[config.mk]
export PLATFORM = sky130hd
export DESIGN_NAME = sign_mag_alu_pipe
export DESIGN_NICKNAME = d
export VERILOG_FILES = /design/src/rtl/sign_mag_alu_pipe.sv
export SDC_FILE = /design/constraint.sdc
export NUM_CORES = 1
export LEC_CHECK = 0
export CORE_ASPECT_RATIO = 0.8
export CORE_UTILIZATION = 55
export DETAILED_ROUTE_END_ITERATION = 7
export PLACE_DENSITY_LB_ADDON = 0.15
export SYNTH_ARGS = -nofsm -noshare
export SYNTH_HDL_FRONTEND = slang
export SYNTH_SLANG_ARGS = --single-unit
[constraint.sdc]
create_clock -name clk -period 7.65 [get_ports clk]
set_clock_uncertainty 0.2 [all_clocks]
set_input_delay 1.9125 -clock clk [delete_from_list [all_inputs] [get_ports clk]]
set_output_delay 1.9125 -clock clk [all_outputs]
set_load 0.005 [all_outputs]
[src/rtl/sign_mag_alu_pipe.sv]
`default_nettype none
// ============================================================================
//  Module   : sign_mag_alu_pipe
//  Purpose  : Two-stage sign-magnitude add/subtract/accumulate unit with
//             valid/ready handshake, overflow saturate/wrap, -0 removal and
//             an internal accumulator.
//  Revision : 1.0  initial release
// ============================================================================
module sign_mag_alu_pipe #(
    parameter int N   = 4,
    parameter int SAT = 1
) (
    input  logic         clk,
    input  logic         rst_n,
    input  logic         in_valid,
    output logic         in_ready,
    input  logic [1:0]   in_op,
    input  logic [N:0]   in_a,
    input  logic [N:0]   in_b,
    output logic         out_valid,
    input  logic         out_ready,
    output logic [N:0]   out_sum,
    output logic         out_ovf,
    output logic [N:0]   acc_val
);

    localparam logic [1:0] c_op_add  = 2'b00;
    localparam logic [1:0] c_op_sub  = 2'b01;
    localparam logic [1:0] c_op_load = 2'b11;

    // Stage 1 registers
    logic         s1_valid_q, s1_valid_d;
    logic [1:0]   s1_op_q,    s1_op_d;
    logic [N:0]   s1_a_q,     s1_a_d;
    logic [N:0]   s1_b_q,     s1_b_d;
    // Stage 2 registers and accumulator
    logic         out_valid_q, out_valid_d;
    logic [N:0]   out_sum_q,   out_sum_d;
    logic         out_ovf_q,   out_ovf_d;
    logic [N:0]   acc_q,       acc_d;

    logic         w_adv;
    logic         w_in_ready;
    logic         w_accept;
    logic [N:0]   w_res;
    logic         w_res_ovf;

    // Handshake: S2 may advance when empty or drained; an ACC/LOAD in S1
    // blocks input until it has written the accumulator.
    always_comb begin
        w_adv      = !out_valid_q || out_ready;
        w_in_ready = rst_n && (!s1_valid_q || w_adv) && !(s1_valid_q && s1_op_q[1]);
        w_accept   = in_valid && w_in_ready;
    end

    // Stage 1 next state: capture op, a and the effective second operand
    always_comb begin
        s1_valid_d = s1_valid_q;
        s1_op_d    = s1_op_q;
        s1_a_d     = s1_a_q;
        s1_b_d     = s1_b_q;
        if (w_accept) begin
            s1_valid_d = 1'b1;
            s1_op_d    = in_op;
            s1_a_d     = in_a;
            if (in_op == c_op_add) begin
                s1_b_d = in_b;
            end else if (in_op == c_op_sub) begin
                s1_b_d = {~in_b[N], in_b[N-1:0]};
            end else begin
                s1_b_d = acc_q;
            end
        end else if (w_adv) begin
            s1_valid_d = 1'b0;
        end
    end

    // Sign-magnitude arithmetic on the S1 contents
    always_comb begin
        logic         a_sign, b_sign, a_ge, res_sign;
        logic [N-1:0] a_mag, b_mag, max_mag, min_mag, res_mag;
        logic [N:0]   sum_full;
        a_sign   = s1_a_q[N];
        b_sign   = s1_b_q[N];
        a_mag    = s1_a_q[N-1:0];
        b_mag    = s1_b_q[N-1:0];
        a_ge     = (a_mag >= b_mag);
        max_mag  = a_ge ? a_mag : b_mag;
        min_mag  = a_ge ? b_mag : a_mag;
        sum_full = {1'b0, a_mag} + {1'b0, b_mag};
        res_sign = a_sign;
        res_mag  = a_mag;
        w_res_ovf = 1'b0;
        if (s1_op_q == c_op_load) begin
            res_sign = a_sign;
            res_mag  = a_mag;
        end else if (a_sign == b_sign) begin
            res_sign  = a_sign;
            w_res_ovf = sum_full[N];
            if (sum_full[N] && (SAT != 0)) begin
                res_mag = {N{1'b1}};
            end else begin
                res_mag = sum_full[N-1:0];
            end
        end else begin
            // Ties fall to the a-operand side, and then the magnitude is 0
            res_sign = a_ge ? a_sign : b_sign;
            res_mag  = max_mag - min_mag;
        end
        // Never emit negative zero
        if (res_mag == '0) begin
            res_sign = 1'b0;
        end
        w_res = {res_sign, res_mag};
    end

    // Stage 2 and accumulator next state: load on advance, hold while stalled
    always_comb begin
        out_valid_d = out_valid_q;
        out_sum_d   = out_sum_q;
        out_ovf_d   = out_ovf_q;
        acc_d       = acc_q;
        if (w_adv) begin
            out_valid_d = s1_valid_q;
            if (s1_valid_q) begin
                out_sum_d = w_res;
                out_ovf_d = w_res_ovf;
                if (s1_op_q[1]) begin
                    acc_d = w_res;
                end
            end
        end
    end

    // State registers with asynchronous clear
    always_ff @(posedge clk or negedge rst_n) begin
        if (!rst_n) begin
            s1_valid_q  <= 1'b0;
            s1_op_q     <= '0;
            s1_a_q      <= '0;
            s1_b_q      <= '0;
            out_valid_q <= 1'b0;
            out_sum_q   <= '0;
            out_ovf_q   <= 1'b0;
            acc_q       <= '0;
        end else begin
            s1_valid_q  <= s1_valid_d;
            s1_op_q     <= s1_op_d;
            s1_a_q      <= s1_a_d;
            s1_b_q      <= s1_b_d;
            out_valid_q <= out_valid_d;
            out_sum_q   <= out_sum_d;
            out_ovf_q   <= out_ovf_d;
            acc_q       <= acc_d;
        end
    end

    assign in_ready  = w_in_ready;
    assign out_valid = out_valid_q;
    assign out_sum   = out_sum_q;
    assign out_ovf   = out_ovf_q;
    assign acc_val   = acc_q;

endmodule
`default_nettype wire
==> results of run 1 <==
[metal layers]
layer	global-route usage [%]	up-vias	wire [um]
met5	0	-	0
met4	5.556	0	36
met3	5.249	9	309
met2	42.03	79	1617
met1	34.01	605	1433
li1	-	613	-
[worst max-delay path: stages]
cell and delay, ps:
clkdlybuf4s50_1 450, buf_4 300, and2_1 210, clkdlybuf4s50_1 500
[kinds of logic after synthesis]
logic type / synth area share (%)
compound gates: 15.99
xor+xnor: 2.262
fa+ha+maj: 8.562
buf+inv: 4.119
flops: 40.39
mux: 11.47
simple gates: 17.21
[state kept, by name, summed over array words and instances, names as in the netlist]
register    count
out_ovf         1
acc_val         5
s1_a_q          5
s1_valid_q      1
s1_op_q         2
out_sum         5
out_valid       1
s1_b_q          5
[worst max path at each step]
stage / end / cells after the start / slack [ps]
floorplan: in_ready / 3 / 3280
global placement: in_ready / 4 / 2140
detailed placement: in_ready / 4 / 2120
CTS: in_ready / 4 / 2120
global route: in_ready / 4 / 2030
finish: in_ready / 4 / 2150
[stage by stage]
step	total power [mW]	worst slack [ps]	std cells	util [%]	hold slack, ps
2_1_floorplan	0.4389	3277	160	-	269.9
3_3_place_gp	0.5428	2135	220	72.41	260.3
3_5_place_dp	0.5583	2124	220	72.41	274.9
4_1_cts	0.6198	2122	224	73.49	307.9
5_1_grt	0.6673	2030	224	73.49	329.9
6_report	0.6227	2148	224	73.49	310.7
[power by group through the flow]
| stage | Clock (mW) | Sequential [mW] | Combinational (mW) |
|---|---|---|---|
| finish | 0.0603 | 0.220 | 0.342 |
| floorplan | 0 | 0.214 | 0.224 |
| global placement | 0 | 0.219 | 0.324 |
| CTS | 0.0622 | 0.220 | 0.337 |
| global route | 0.0664 | 0.228 | 0.373 |
| detailed placement | 0 | 0.223 | 0.335 |
[cell usage after synthesis (2+ instances only)]
| library cell | number |
|---|---|
| mux2_2 | 8 |
| mux2i_1 | 5 |
| a211o_1 | 2 |
| nor3_1 | 2 |
| nand3_1 | 4 |
| o221ai_1 | 2 |
| nand2b_1 | 3 |
| a21o_1 | 2 |
| clkbuf_1 | 3 |
| nand3b_1 | 3 |
| inv_1 | 10 |
| o21ai_0 | 10 |
| mux2_1 | 2 |
| dfrtp_1 | 25 |
| a31oi_1 | 4 |
| nand2_1 | 30 |
| ha_1 | 9 |
| xnor2_1 | 3 |
| nor2b_1 | 4 |
| nor2_1 | 5 |
| and2_1 | 3 |
| o21ai_1 | 4 |
[final cells by class]
type	instances	area (sq um)	area share (%)
Tap cell	36	45.04	2.392
Sequential cell	25	625.6	33.22
Clock buffer	3	22.52	1.196
Inverter	10	37.54	1.993
Clock inverter	1	5.005	0.2658
Multi-Input combinational cell	120	859.6	45.65
Timing Repair Buffer	29	287.8	15.28
==> impl_metrics.py, run 1 <==
metrics = {
    "critical_path": {
        "crit_path_start_kind": "input port",
        "worst_r2r_endpoint": "acc_val[4]$_DFFE_PN0P_",
        "ff2ff_setup_slack_ps": 4150,
        "worstRegToRegCells": 13,
        "critical_path_arrival_ps": 3390,
        "critical_path.max_fanout": 26,
        "path_class": "input port to primary output",
        "setup.worst_path.end_class": "primary output",
        "critical_path.reg2reg.startpoint": "s1_b_q[2]$_DFFE_PN0P_",
        "crit_path_start": "rst_n",
        "critPathRequiredTime_ps": 5540,
    },
    "yosys": {
        "yosys.cell_types.count": 39,
        "synth_area_sq_um": 1549,
        "synth-edff-count": 0,
        "postSynthAreaPerCell_sq_um": 9.681,
        "top_area_cell_type_share_of_the_netlist_area_pct": 40.39,
        "synthesis.yosys.warnings": 0,
        "yosys_most_used_dff": "dfrtp_1",
        "yosysSeqAreaShare_pct": 40.39,
        "synthTopCellsByArea": "dfrtp_1, ha_1, nand2_1, mux2_2, mux2i_1",
        "synth_area_leader_cell": "dfrtp_1",
        "ys_seq_elements": 25,
        "number_of_nets_produced_by_synthesis": 186,
        "postSynthCellCount": 160,
        "async_reset_ff_share_pct": 100.0,
    },
    "floorplan": {
        "dieArea_sq_um": 3034,
        "chipWidth_um": 61.34,
        "design.portCount": 29,
        "rows": 16,
        "initial_utilization_pct": 60.45,
        "die_h_um": 49.47,
        "core_area_sq_um": 2562,
    },
    "detailed_routing": {
        "drtAntennaViolNets": 0,
        "drt-initial-drc-count": 64,
        "vias_per_cell": 5.830,
        "route.detailed.wl_per_inst_um": 15.16,
        "drt_wl_total_um": 3396,
        "vias": 1306,
        "drt_drc_violations_left": 0,
        "drt-pass1-iter-count": 7,
    },
    "sta": {
        "summed_negative_setup_slack_over_all_endpoints_ps": 0,
        "layout_worst_path_cycle_share_pct": 71.92,
        "final_hold_viol_count": 0,
        "fin_crit_ps": 5502,
        "final-max-slew-violation-count": 0,
        "worst_pin_slew_ps": 624.9,
        "fmax_mhz": 181.7,
        "report.final.setup_viol": 0,
        "slew-limit-headroom_pct": 58.24,
        "grt_setup_unrepaired": "no",
    },
    "cts": {
        "clk_latency_worst_skew_pair_ps": 320,
        "cts.htree.levels": 1,
        "cts-root-to-sink-buffers": 2,
        "cts.sink_count": 25,
        "tritoncts.num_buffers": 3,
        "cts.reportedPaths.clkPinSlew_ps": 140,
        "postCtsHoldBufs": 0,
        "cts.repair_timing.setup_buffer_count": 0,
        "cts_root_buffer": "clkbuf_4",
        "tritoncts": "yes",
        "cts_repair_resize_count": 0,
    },
    "place": {
        "placedInstanceArea_sq_um": 1856,
        "hpwl_um": 2565,
        "globalplace.congestion": 0.8980,
        "buffer_ports.inserted": 28,
    },
    "pwr": {
        "comb_power_share_pct": 54.9,
        "clockPowerShare_pct": 9.7,
        "power.sequential.fraction_pct": 35.4,
        "irDropWorstVdd_uv": 154.8,
        "switching_share_of_power_pct": 41.55,
        "p_leak_nw": 0.8396,
        "intPower_mw": 0.3640,
        "power_density_nw_per_um2": 330.7,
        "net-switching-power_mw": 0.2587,
    },
    "final_layout": {
        "num-fill-cells": 194,
        "area_growth_pct": 21.57,
        "drive_gt1_share_pct": 10.11,
        "layout_common_cells": "nand2_1, clkdlybuf4s50_1, dfrtp_1",
        "fin_nets": 215,
        "finalInstanceArea_sq_um": 1883,
        "number_of_diodes": 0,
        "layout.cells.most_common": "nand2_1",
    },
    "worst_hold_path": {
        "hold_start": "out_ovf$_DFFE_PN0P_",
        "worst_hold_path.endpoint": "out_ovf$_DFFE_PN0P_",
        "worstHoldPathCells": 2,
        "min-delay-path-class": "flip-flop to flip-flop",
    },
    "global_route": {
        "grt_first_pass_wirelength_um": 5706,
        "gr-usage-all-layers_pct": 25.38,
        "antenna_found_initial": 0,
        "overflow": 0,
        "grt_start_max_net_pins": 27,
        "via_count_of_the_first_global_routing_pass": 1312,
    },
    "flow_run": {
        "cap_viol_max_count": 0,
    },
    "status": {
        "run_status": "complete, no violations",
    },
}
No activity file was read; power rests on OpenSTA's default activity.
==> inputs of run 2 (changes only) <==
--- a/config.mk
+++ b/config.mk
@@ -6,7 +6,7 @@
 export NUM_CORES = 1
 export LEC_CHECK = 0
 export CORE_ASPECT_RATIO = 0.8
-export CORE_UTILIZATION = 55
+export CORE_UTILIZATION = 52
 export DETAILED_ROUTE_END_ITERATION = 7
 export PLACE_DENSITY_LB_ADDON = 0.15
 export SYNTH_ARGS = -nofsm -noshare
==> constraint.sdc (replaced) <==
create_clock -name clk -period 5.1 [get_ports clk]
set_clock_uncertainty 0.2 [all_clocks]
set_input_delay 1.275 -clock clk [delete_from_list [all_inputs] [get_ports clk]]
set_output_delay 1.275 -clock clk [all_outputs]
set_load 0.005 [all_outputs]
==> run 2 against run 1 <==
  * Die area is 5.6% higher
  * Critical path depth up 1
  * Final cell count grew 0.89%
  * Sequential cell count unchanged
  * Via count fell by 4.0%
  * Clock power grew 92%
  * Wire length fell by 1.2%
  * Hold slack got worse by 26 ps
  * Critical path type unchanged
  * Largest cell class unchanged
  * Largest power group unchanged
==> impl_metrics.py, run 2 (synthesized netlist as in run 1, its figures left out) <==
metrics = {
    "status": {
        "run_status": "complete, no violations",
    },
    "pwr": {
        "irDropWorstVdd_uv": 326.2,
        "p_leak_nw": 0.8473,
        "power_density_nw_per_um2": 501.8,
    },
    "cts": {
        "cts_root_buffer": "clkbuf_8",
        "cts.htree.levels": 1,
        "tritoncts": "yes",
        "cts.reportedPaths.clkPinSlew_ps": 80,
        "clk_latency_worst_skew_pair_ps": 270,
        "cts_repair_resize_count": 0,
        "tritoncts.num_buffers": 3,
        "cts.repair_timing.setup_buffer_count": 0,
        "cts-root-to-sink-buffers": 2,
        "postCtsHoldBufs": 0,
        "cts.sink_count": 25,
    },
    "floorplan": {
        "design.portCount": 29,
        "initial_utilization_pct": 55.59,
        "chipWidth_um": 63.02,
        "dieArea_sq_um": 3202,
        "rows": 17,
        "die_h_um": 50.82,
        "core_area_sq_um": 2786,
    },
    "critical_path": {
        "critical_path_arrival_ps": 2660,
        "critPathRequiredTime_ps": 3620,
        "path_class": "input port to primary output",
        "crit_top_cell": "clkdlybuf4s50_1",
        "setup.worst_path.end_class": "primary output",
        "critical_path.max_fanout": 2,
        "cpMaxStageDelayCell": "clkdlybuf4s50_1",
        "crit_path_start_kind": "input port",
        "cp_slowest_stage_delay_ps": 510,
        "crit_chain": "clkdlybuf4s50_1 -> nor2b_1 -> o21ai_0 -> and2_1 -> clkdlybuf4s50_1",
    },
    "flow_run": {
        "cap_viol_max_count": 0,
    },
    "final_layout": {
        "area_growth_pct": 22.94,
        "drive_gt1_share_pct": 10.11,
        "layout.cells.most_common": "nand2_1",
        "fin_nets": 215,
        "number_of_diodes": 0,
        "multi_input_area_sq_um": 859.6,
        "regArea_sq_um": 625.6,
        "layout_common_cells": "nand2_1, clkdlybuf4s50_1, dfrtp_1",
        "num-fill-cells": 232,
    },
    "place": {
        "globalplace.congestion": 0.9451,
        "buffer_ports.inserted": 28,
        "hpwl_um": 2589,
    },
    "detailed_routing": {
        "drtAntennaViolNets": 0,
        "drt_drc_violations_left": 0,
        "vias": 1254,
        "route.detailed.wl_per_inst_um": 14.85,
        "vias_per_cell": 5.549,
        "drt_wl_total_um": 3356,
        "drt-pass1-iter-count": 4,
        "drt-initial-drc-count": 59,
    },
    "sta": {
        "summed_negative_setup_slack_over_all_endpoints_ps": 0,
        "fin_crit_ps": 4133,
        "worst_pin_slew_ps": 610.4,
        "final-max-slew-violation-count": 0,
        "hold_ws_ps": 284.8,
        "report.final.setup_viol": 0,
        "slew-limit-headroom_pct": 59.21,
        "grt_setup_unrepaired": "no",
        "final_hold_viol_count": 0,
        "layout_worst_path_cycle_share_pct": 81.03,
        "fmax_mhz": 242.0,
    },
    "global_route": {
        "via_count_of_the_first_global_routing_pass": 1185,
        "gr-usage-all-layers_pct": 23.28,
        "grt_start_max_net_pins": 26,
        "antenna_found_initial": 0,
        "grt_first_pass_wirelength_um": 5547,
        "overflow": 0,
    },
    "worst_hold_path": {
        "min-delay-path-class": "flip-flop to flip-flop",
    },
}
run 2: cell count changes in the layout (fill, tap and decap cells not counted):
cell and change:
clkbuf_4 -3, clkbuf_8 +3
run 2: report_power, final:
part           internal (mW)  leakage [nW]  switching (mW)  total, mW
combinational          0.253         0.515           0.255      0.508
clock                 0.0546        0.0255          0.0615      0.116
sequential             0.265         0.307          0.0663      0.331
run 2: final cells by class:
class                      count  area share, %
clock buffer                   3          2.168
inverter                      10          1.971
tap                           38          2.497
sequential                    25          32.85
timing repair buffer          29          15.11
multi-input combinational    120          45.14
clock inverter                 1         0.2628
run 2: path summary, 6_finish.rpt:
| check | from | to | slack, ps | cells past startpoint |
|---|---|---|---|---|
| min | out_sum[1]$_DFFE_PN0P_ | out_sum[1]$_DFFE_PN0P_ | 280 | 2 |
| max reg2reg | s1_b_q[2]$_DFFE_PN0P_ | acc_val[4]$_DFFE_PN0P_ | 1730 | 13 |
| min reg2reg | out_sum[1]$_DFFE_PN0P_ | out_sum[1]$_DFFE_PN0P_ | 280 | 2 |
| max in group asynchronous | rst_n | s1_b_q[0]$_DFFE_PN0P_ | 3190 | 2 |
| min in group asynchronous | rst_n | s1_b_q[2]$_DFFE_PN0P_ | 1270 | 2 |
| max | out_ready | in_ready | 970 | 5 |
run 2: metal layers:
layer  vias to the layer above  GRT usage, %  wire (um)
met5                         -             0          0
met1                       596         30.94       1522
met4                         0         8.140         55
met2                        40         38.35       1571
li1                        612             -          -
met3                         6         4.241        207
run 2: critical path, delay by kind of cell:
kind                   cells  cell delay (ps)
buffers and inverters      2              980
AOI/OAI and AO/OA          1              160
and+or+nand+nor            2              250
run 2: through the flow:
step	power, mW	utilization (%)	instance area [sq um]	worst slack (ps)	std cells
floorplan	0.6583	-	1549	2002	160
global placement	0.8170	66.68	1858	1054	222
detailed placement	0.8368	66.68	1858	960.0	222
CTS	0.9563	68.34	1904	954.9	226
global route	1.029	68.34	1904	907.8	226
finish	0.9557	68.34	1904	967.4	226
==> inputs of run 3 (changes only) <==
--- a/config.mk
+++ b/config.mk
@@ -6,7 +6,7 @@
 export NUM_CORES = 1
 export LEC_CHECK = 0
 export CORE_ASPECT_RATIO = 0.8
-export CORE_UTILIZATION = 52
+export CORE_UTILIZATION = 47
 export DETAILED_ROUTE_END_ITERATION = 7
 export PLACE_DENSITY_LB_ADDON = 0.15
 export SYNTH_ARGS = -nofsm -noshare
==> constraint.sdc (replaced) <==
create_clock -name clk -period 3.4 [get_ports clk]
set_clock_uncertainty 0.2 [all_clocks]
set_input_delay 0.85 -clock clk [delete_from_list [all_inputs] [get_ports clk]]
set_output_delay 0.85 -clock clk [all_outputs]
set_load 0.005 [all_outputs]
==> run 3 against run 2 <==
  * Critical path depth stayed put
  * Global-route usage is 1.7 points lower
  * Hold slack better by 0.92 ps
  * Die area is 10% higher
  * Sequential share of layout area is 0.69 points lower
  * Largest cell class unchanged
  * Wire length is 0.21% lower
  * Sequential power is 48% higher
  * First-iteration DRC count stayed put
  * Clock-buffer cell count is 1 higher
  * Setup slack worse by 770 ps
==> impl_metrics.py, run 3 (synthesized netlist as in run 1, its figures left out) <==
metrics = {
    "detailed_routing": {
        "vias": 1259,
        "drt_drc_violations_left": 0,
        "drt-pass1-iter-count": 4,
        "vias_per_cell": 5.427,
        "drtAntennaViolNets": 0,
        "drt-initial-drc-count": 59,
        "drt_wl_total_um": 3349,
        "route.detailed.wl_per_inst_um": 14.44,
    },
    "global_route": {
        "gr-usage-all-layers_pct": 21.55,
        "grt_start_max_net_pins": 26,
        "grt_first_pass_wirelength_um": 5444,
        "antenna_found_initial": 0,
        "via_count_of_the_first_global_routing_pass": 1151,
        "overflow": 0,
    },
    "pwr": {
        "intPower_mw": 0.9013,
        "comb_power_share_pct": 55.1,
        "net-switching-power_mw": 0.5772,
        "irDropWorstVdd_uv": 434.0,
        "power_density_nw_per_um2": 758.4,
        "switching_share_of_power_pct": 39.04,
        "power.sequential.fraction_pct": 33.1,
        "p_leak_nw": 0.8633,
        "clockPowerShare_pct": 11.8,
    },
    "critical_path": {
        "worst_r2r_endpoint": "acc_val[4]$_DFFE_PN0P_",
        "crit_path_start": "out_ready",
        "crit_path_start_kind": "input port",
        "setup.worst_path.end": "in_ready",
        "critical_path.max_fanout": 2,
        "path_class": "input port to primary output",
        "ff2ff_setup_slack_ps": 220,
        "critical_path_arrival_ps": 2150,
        "worstRegToRegCells": 13,
        "critPathRequiredTime_ps": 2350,
        "setup.worst_path.end_class": "primary output",
        "critical_path.reg2reg.startpoint": "s1_b_q[1]$_DFFE_PN0P_",
    },
    "place": {
        "hpwl_um": 2596,
        "globalplace.congestion": 0.9312,
        "buffer_ports.inserted": 28,
        "placedInstanceArea_sq_um": 1883,
    },
    "floorplan": {
        "design.portCount": 29,
        "initial_utilization_pct": 49.84,
        "core_area_sq_um": 3108,
        "die_h_um": 53.35,
        "rows": 18,
        "dieArea_sq_um": 3531,
        "chipWidth_um": 66.19,
    },
    "sta": {
        "grt_setup_unrepaired": "no",
        "fmax_mhz": 312.1,
        "layout_worst_path_cycle_share_pct": 94.24,
        "summed_negative_setup_slack_over_all_endpoints_ps": 0,
        "fin_crit_ps": 3204,
        "final-max-slew-violation-count": 0,
        "worst_pin_slew_ps": 622.8,
        "final_hold_viol_count": 0,
        "report.final.setup_viol": 0,
        "slew-limit-headroom_pct": 58.38,
    },
    "cts": {
        "clk_latency_worst_skew_pair_ps": 270,
        "cts-root-to-sink-buffers": 2,
        "cts.sink_count": 25,
        "tritoncts.num_buffers": 3,
        "cts.htree.levels": 1,
        "tritoncts": "yes",
        "cts_root_buffer": "clkbuf_8",
        "cts.reportedPaths.clkPinSlew_ps": 80,
    },
    "final_layout": {
        "num-fill-cells": 250,
        "layout.cells.most_common": "nand2_1",
        "number_of_diodes": 0,
        "drive_gt1_share_pct": 12.50,
        "area_growth_pct": 25.85,
        "finalInstanceArea_sq_um": 1949,
        "fin_util_pct": 62.72,
        "fin_nets": 219,
        "layout_common_cells": "nand2_1, clkdlybuf4s50_1, dfrtp_1",
    },
    "status": {
        "run_status": "complete, no violations",
    },
    "worst_hold_path": {
        "min-delay-path-class": "flip-flop to flip-flop",
    },
    "flow_run": {
        "cap_viol_max_count": 0,
    },
}
## run 3: cell count changes in the layout (fill, tap and decap cells not counted), sizes merged
cell	change
buf	+4
clkbuf	+1
clkinv	-1
## run 3: layout make-up
class / instances / area [sq um] / area share (%)
clock buffer: 4 / 45.04 / 2.311
inverter: 10 / 37.54 / 1.926
multi-input combinational: 120 / 872.1 / 44.74
sequential: 25 / 626.9 / 32.16
tap: 40 / 50.05 / 2.567
timing repair buffer: 33 / 317.8 / 16.30
## run 3: timing repair
item,in CTS,in global routing
hold endpoints to repair,0,0
endpoints found under the setup margin,0,2
setup buffers,0,1
hold buffers,0,0
resized for setup,0,3
## run 3: through the flow
stage / total power, mW / setup slack [ps] / cells / hold slack [ps]
5_1_grt: 1.605 / 6.941 / 232 / 314.2
3_5_place_dp: 1.270 / 193.6 / 227 / 265.8
4_1_cts: 1.453 / 156.5 / 231 / 292.9
6_report: 1.478 / 195.9 / 232 / 285.8
2_1_floorplan: 0.9875 / 428.0 / 160 / 269.9
3_3_place_gp: 1.251 / 209.8 / 227 / 261.6
## run 3: power groups by stage
| stage | sequential [mW] | clock, mW | combinational [mW] |
|---|---|---|---|
| floorplan | 0.482 | 0 | 0.505 |
| CTS | 0.486 | 0.181 | 0.786 |
| finish | 0.489 | 0.174 | 0.815 |
| detailed placement | 0.490 | 0 | 0.780 |
| global route | 0.505 | 0.192 | 0.907 |
| global placement | 0.484 | 0 | 0.767 |
## run 3: critical path: stages
cell and delay [ps]:
clkdlybuf4s50_1 470, nor2b_1 50, o21ai_0 120, and2_1 160, clkdlybuf4s50_1 510
## run 3: routing by layer
metal	up-vias	share of wire, %	global-route usage, %
li1	621	-	-
met1	596	49	29.66
met2	38	45	33.84
met3	4	4.8	5.172
met4	0	1.1	5.674
met5	-	0	0
## run 3: worst min path at each step
stage                     cells past startpoint              startpoint                endpoint  slack (ps)
after detailed placement                      2  out_sum[0]$_DFFE_PN0P_  out_sum[0]$_DFFE_PN0P_         270
after global placement                        2  out_sum[3]$_DFFE_PN0P_  out_sum[3]$_DFFE_PN0P_         260
after CTS                                     2  out_sum[0]$_DFFE_PN0P_  out_sum[0]$_DFFE_PN0P_         290
after global routing                          2  out_sum[4]$_DFFE_PN0P_  out_sum[4]$_DFFE_PN0P_         310
final                                         2  out_sum[1]$_DFFE_PN0P_  out_sum[1]$_DFFE_PN0P_         290
after floorplan                               2  out_sum[3]$_DFFE_PN0P_  out_sum[3]$_DFFE_PN0P_         270
